==> src/rtl/int_ctrl.sv <==
`default_nettype none
// ============================================================================
// Module   : int_ctrl
// Brief    : Programmable interrupt controller. It latches per-source requests
//            in edge or level mode, masks them, and drives registered HWInt
//            plus a priority claim ID.
// Revision : 1.0 - initial release
// ============================================================================
module int_ctrl #(
    parameter int          NSRC       = 6,
    parameter logic [5:0]  RESET_MASK = 6'h00,
    parameter logic [5:0]  RESET_MODE = 6'h00
) (
    input  logic            clk,
    input  logic            rst,
    input  logic [NSRC-1:0] irq_src,
    input  logic [1:0]      Addr,
    input  logic            We,
    input  logic [31:0]     WD,
    output logic [31:0]     RD,
    output logic [5:0]      HWInt,
    output logic [2:0]      irq_id
);

    localparam logic [1:0] c_ADDR_PEND  = 2'b00;
    localparam logic [1:0] c_ADDR_MASK  = 2'b01;
    localparam logic [1:0] c_ADDR_MODE  = 2'b10;
    localparam logic [1:0] c_ADDR_CLAIM = 2'b11;
    localparam logic [2:0] c_NO_IRQ     = 3'd7;

    logic [NSRC-1:0] r_src_q;
    logic [NSRC-1:0] r_pend;
    logic [NSRC-1:0] r_mask;
    logic [NSRC-1:0] r_mode;
    logic [NSRC-1:0] r_hwint;
    logic [2:0]      r_irq_id;

    logic [NSRC-1:0] w_edge;
    logic [NSRC-1:0] w_clr;
    logic [NSRC-1:0] w_pend_nxt;
    logic [NSRC-1:0] w_active;
    logic [2:0]      w_id_nxt;
    logic            w_unused;

    // Write-data bits above the source count carry no meaning.
    assign w_unused = &{1'b0, WD[31:NSRC]};

    assign w_edge = irq_src & ~r_src_q;

    // Edge bits: a new event takes priority over a same-cycle CLEAR. Level bits track the input.
    always_comb begin
        w_clr = '0;
        if (We && (Addr == c_ADDR_CLAIM)) begin
            w_clr = WD[NSRC-1:0];
        end
        w_pend_nxt = (r_mode & (w_edge | (r_pend & ~w_clr))) | (~r_mode & irq_src);
    end

    assign w_active = r_pend & r_mask;

    // Scan from high index to low so the lowest active index wins.
    always_comb begin
        w_id_nxt = c_NO_IRQ;
        for (int i = NSRC - 1; i >= 0; i--) begin
            if (w_active[i]) begin
                w_id_nxt = 3'(i);
            end
        end
    end

    always_ff @(posedge clk or negedge rst) begin
        if (!rst) begin
            r_src_q  <= '0;
            r_pend   <= '0;
            r_mask   <= RESET_MASK[NSRC-1:0];
            r_mode   <= RESET_MODE[NSRC-1:0];
            r_hwint  <= '0;
            r_irq_id <= c_NO_IRQ;
        end else begin
            r_src_q  <= irq_src;
            r_pend   <= w_pend_nxt;
            r_hwint  <= w_active;
            r_irq_id <= w_id_nxt;
            if (We && (Addr == c_ADDR_MASK)) begin
                r_mask <= WD[NSRC-1:0];
            end
            if (We && (Addr == c_ADDR_MODE)) begin
                r_mode <= WD[NSRC-1:0];
            end
        end
    end

    always_comb begin
        RD = '0;
        case (Addr)
            c_ADDR_PEND:  RD = 32'(r_pend);
            c_ADDR_MASK:  RD = 32'(r_mask);
            c_ADDR_MODE:  RD = 32'(r_mode);
            c_ADDR_CLAIM: RD = {(|r_hwint), 28'b0, r_irq_id};
            default:      RD = '0;
        endcase
    end

    assign HWInt  = 6'(r_hwint);
    assign irq_id = r_irq_id;

endmodule
`default_nettype wire

==> config.mk <==
export PLATFORM = sky130hd
export DESIGN_NAME = int_ctrl
export DESIGN_NICKNAME = d
export VERILOG_FILES = /design/src/rtl/int_ctrl.sv
export SDC_FILE = /design/constraint.sdc
export NUM_CORES = 1
export LEC_CHECK = 0
export CAP_MARGIN = 10
export CORE_UTILIZATION = 39
export CTS_CLUSTER_SIZE = 25
export DETAILED_ROUTE_END_ITERATION = 10
export PLACE_DENSITY = 0.8
export SLEW_MARGIN = 0
export SYNTH_ARGS = -nofsm -noshare
export SYNTH_HDL_FRONTEND = slang
export SYNTH_SLANG_ARGS = --single-unit
==> constraint.sdc <==
create_clock -name clk -period 1.6 [get_ports clk]
set_input_delay 0.4 -clock clk [delete_from_list [all_inputs] [get_ports clk]]
set_output_delay 0.4 -clock clk [all_outputs]
set_load 0.1 [all_outputs]
# Word-level counts from Yosys, hierarchy flattened
# Index checks and enable logic that the tools add are counted.
# totals
regBits,33
output_inout_bits,41
# op_classes
eq_ne,3
n_mux,8
bitwise,10
reduce_logical,5
# op_table
operator,count
$pmux 32 s4,1
$and 6x6->6,5
$not 6->6,3
$mux 3,4
$or 6x6->6,2
$mux 6,1
$reduce_or 6->1,1
$eq 2x2->1 const B,2
$mux 2,2
$logic_and 1x1->1,3
$eq 2x1->1 const B,1
$logic_not 2->1,1

# Logic depth before layout (Yosys ltp)
# Gate-level depths: netlist (run 1).
# depth
word_depth,8
ltp_mapped,4

# Worst setup path after synthesis (run 1)
# No wires, ideal clock.
# synth_timing
kind,input to output
from,input Addr[1]
to,output RD[3]
arrival_ns,2.307
required_ns,1.200
path_slack_ns,-1.107
path_stages,4
path_buffers,2
cell_sequence,buf_2 > buf_2 > mux2i_1 > o2bb2ai_1
# synth_via
elab_chain_len,2
elab_cells_between_ends,5
# synth_rtl
item,line,source
start: declaration,17,"input logic [1:0] Addr,"
$eq 2x2->1 (tied with other cells),95,case (Addr)
$pmux 32 s4 (*),95,
end: declaration,20,"output logic [31:0] RD,"
# Every way passes the cells marked *; elsewhere a longest branch is shown, timed or not. The select of a mux whose other input is x is not followed.

# Worst setup path in the final report (run 1)
# layout_timing
from,register r_hwint[2] (netlist: HWInt[2])
to,output RD[31]
# layout_via
elab_chain_len,2
# layout_rtl
item,line,source
start: declaration,35,logic [NSRC-1:0] r_hwint;
start signal: assignment,82,r_hwint <= w_active;
$reduce_or 6->1,99,"c_ADDR_CLAIM: RD = {(|r_hwint), 28'b0, r_irq_id};"
$pmux 32 s4,95,
# No other way between the ends. The select of a mux whose other input is x is not followed.

==> impl_metrics.tcl, run 1 <==
set metrics [dict create \
    status "complete, but fails checks" \
    violations "setup timing" \
    criticalPathCategory "reg2out" \
    tightestPinTransition_ns 0.6054 \
    crit-reg2reg-capture "irq_id[2]$_DFF_PN1_" \
    rsz0062_at_grt "yes" \
    ys_types 23 \
    min_path_type "in2async" \
    area_growth_pct 56.43 \
    fin_crit_sh_pct 132.4 \
    stdcell_area_um2 2449 \
    synthCells 121 \
    cts_max_level 2 \
    nets 220 \
    cp_slowest_cell "or4_4" \
    routedWlPerCell_um 15.90 \
    hold_viol_final 0 \
    pre_cts_ws_ns -0.5526 \
    synth_top_cell_by_area "dfrtp_1" \
    clkSlewWorstSetupHoldPaths_ns 0.06 \
    tns_ns -1.272 \
    die_w_um 65.35 \
    setup_viol 7 \
    num_antenna_cells 0 \
    final.setup_skew_ns 0.003446 \
    avgSynthCellArea_um2 12.94 \
    cp-start-kind "flop" \
    grt_pass1_wl_um 5865 \
    ff2ff_setup_slack_ns 0.15 \
    numPortBuffers 32 \
    utilization_pct 65.41 \
    setup_ws_ns -0.5191 \
    cts.path.max_buffers 2 \
    cp-startpoint "HWInt[2]$_DFF_PN0_" \
    arrival_ns 1.72 \
    leakage_nw 1.084 \
    required_ns 1.20 \
    netlist_top_cells_area "dfrtp_1 48%, buf_4 12%, mux2_2 8.6%" \
    antenna_found_initial 0 \
    ys_warn_count 0 \
    power_w 0.003851 \
    place_congestion 0.8002 \
    relSlewSlack_pct 58.60 \
    core_area_um2 3744 \
    ctsHoldBuffers 0 \
    grtUsageTotal_pct 19.40 \
    grt_overflow 0 \
    final_layout_size_suffix_gt1_share_pct 44.38 \
    die-area_um2 4271 \
    finalMaxSlewViolations 0 \
    ys_seq_area_share_pct 53.00 \
    cap_viol_max_count 0 \
    root_buffer "clkbuf_8" \
    reg2regPathDepth 3 \
    power_density_nw_per_um2 1573 \
    die_y_um 65.35 \
    ant_nets 0 \
    power_switching_w 0.001656 \
    clk_latency_ns 0.29 \
    worstReg2RegStart "r_pend[3]$_DFF_PN0_" \
    placed_cell_area_um2 2216 \
    via_per_inst 5.071 \
    swShare_pct 43.01 \
    finalCriticalPeriod_ns 2.119 \
    cts_made_buffers 5 \
    grt_max_degree 34 \
    p_comb_share_pct 50.3 \
    p_int_w 0.002195 \
    drt_iter0_drc 47 \
    initial_core_util_pct 41.81 \
    peakVddDrop_mv 0.9222 \
    wl_um 3593 \
    synth_top_area_share_pct 47.96 \
    power.share.clock_pct 19.5 \
    rows 22 \
    drc 0 \
    vias 1146 \
    fmax_ghz 0.4719 \
    ys_seq_elements 33 \
    dpl.hpwl_um 2548 \
    first_global_vias 1203 \
    clkSinkCount 33 \
    critPathCaptureType "output pin" \
    fillers 279 \
    first_pass_iters 4 \
    synth.cell_area_um2 1565 \
    critical-path-max-stage-delay_ns 0.54 \
    cts_tree "yes" \
    seq_power_share_pct 30.2 \
    crit_fanout 2 \
    ios 84 \
    crit_chain "or4_4 > o311a_4 > buf_12" \
]
[cells in the final DEF (no fill, tap or decap), types with 4 or more instances in the layout]
| master | synthesis | routed |
|---|---|---|
| conb_1 | 1 | 25 |
| clkbuf_8 | 0 | 5 |
| and2_1 | 4 | 4 |
| buf_6 | 1 | 6 |
| nand4_1 | 6 | 6 |
| a32o_1 | 6 | 6 |
| clkdlybuf4s50_1 | 0 | 14 |
| buf_12 | 0 | 18 |
| buf_4 | 25 | 15 |
| mux2_2 | 12 | 12 |
| nand2_1 | 8 | 8 |
| dfrtp_1 | 30 | 26 |
[how the worst max path moves through the flow]
stage | to | slack (ns) | depth (start not counted)
final | RD[31] | -0.52 | 3
after global routing | RD[31] | -0.55 | 3
after CTS | RD[31] | -0.58 | 3
after detailed placement | RD[1] | -0.55 | 4
after global placement | RD[0] | -0.54 | 4
after floorplan | RD[31] | -0.42 | 2
[synth_stat cells]
cell	n
buf_6	1
and2_1	4
nand4_1	6
dfstp_2	3
o311a_1	2
nand3b_4	1
nand3b_1	1
dfrtp_1	30
o2bb2ai_1	3
inv_1	2
nor2b_1	1
a221oi_1	1
mux2_2	12
or4_1	1
nand2_1	8
a2111oi_0	1
a32o_1	6
mux2i_1	3
buf_4	25
conb_1	1
buf_2	4
mux4_2	3
a22oi_1	2
[critical path: cells and delay by family, from the launching register on]
kind,cells,cell delay (ns)
AO/OA/AOI/OAI,1,0.33
AND/OR/NAND/NOR,1,0.54
buffers and inverters,1,0.17
flip-flops,1,0.40
[state kept, by name, summed over array words and instances (netlist names)]
name,count
HWInt,6
r_mask,6
r_mode,6
r_pend,6
r_src_q,6
irq_id,3
[power groups by stage]
stage	combinational, W	sequential, W	clock [W]
CTS	0.00193	0.00116	0.000763
floorplan	0.000865	0.00156	0
finish	0.00194	0.00116	0.000750
detailed placement	0.00181	0.00119	0
global route	0.00200	0.00118	0.000814
global placement	0.00178	0.00118	0
[what timing repair did]
action,CTS,global route
gates cloned,1,0
resized for setup,17,4
pin swaps,2,2
setup buffers,7,0
setup endpoints to repair,13,10
[stage by stage]
step	hold slack [ns]	instances
6_report	0.4642	226
5_1_grt	0.4847	226
4_1_cts	0.4784	226
3_5_place_dp	0.5277	210
3_3_place_gp	0.5136	210
2_1_floorplan	0.1044	145
[layer usage]
| layer | global-route usage [%] | share of wire, % | vias to the layer above |
|---|---|---|---|
| met5 | 0 | 0 | - |
| met4 | 11.41 | 4.4 | 0 |
| met3 | 5.556 | 5.7 | 19 |
| met2 | 33.12 | 51 | 57 |
| met1 | 21.29 | 38 | 564 |
| li1 | - | - | 506 |
[cells by family (layout without fill, tap and decap cells)]
| logic type | after synthesis | in the layout | share of synthesized area [%] |
|---|---|---|---|
| DFF | 33 | 33 | 53.00 |
| buffers and inverters | 32 | 65 | 14.47 |
| and+or+nand+nor | 22 | 22 | 8.554 |
| muxes | 18 | 18 | 14.87 |
| AOI/OAI and AO/OA | 15 | 15 | 8.873 |
| other | 1 | 25 | 0.2396 |
[final cells by class]
| cell class | count | area [µm²] | share of cell area [%] |
|---|---|---|---|
| clock inverters | 2 | 33.78 | 1.380 |
| inverters | 2 | 7.507 | 0.3066 |
| well taps | 48 | 60.06 | 2.453 |
| flip-flops and latches | 33 | 848.3 | 34.64 |
| clock buffers | 6 | 72.57 | 2.964 |
| repair buffers | 55 | 728.2 | 29.74 |
| multi-input cells | 80 | 698.2 | 28.51 |
Power figures use the tool's default switching activity.
==> run 2: changes to the inputs <==
Settings changed: SETUP_SLACK_MARGIN set to 0.05.
==> results of run 2 <==
Final layout, timing and power as in run 1 (identical DEF).
Among the figures that moved: number of gates resized after CTS 17 -> 18
==> run 3: changes to the inputs <==
Settings changed: HOLD_SLACK_MARGIN set to 0.06.
==> results of run 3 <==
Final layout, timing and power as in run 1 (identical DEF).
Among the figures that moved: number of gates resized after CTS 17 -> 18
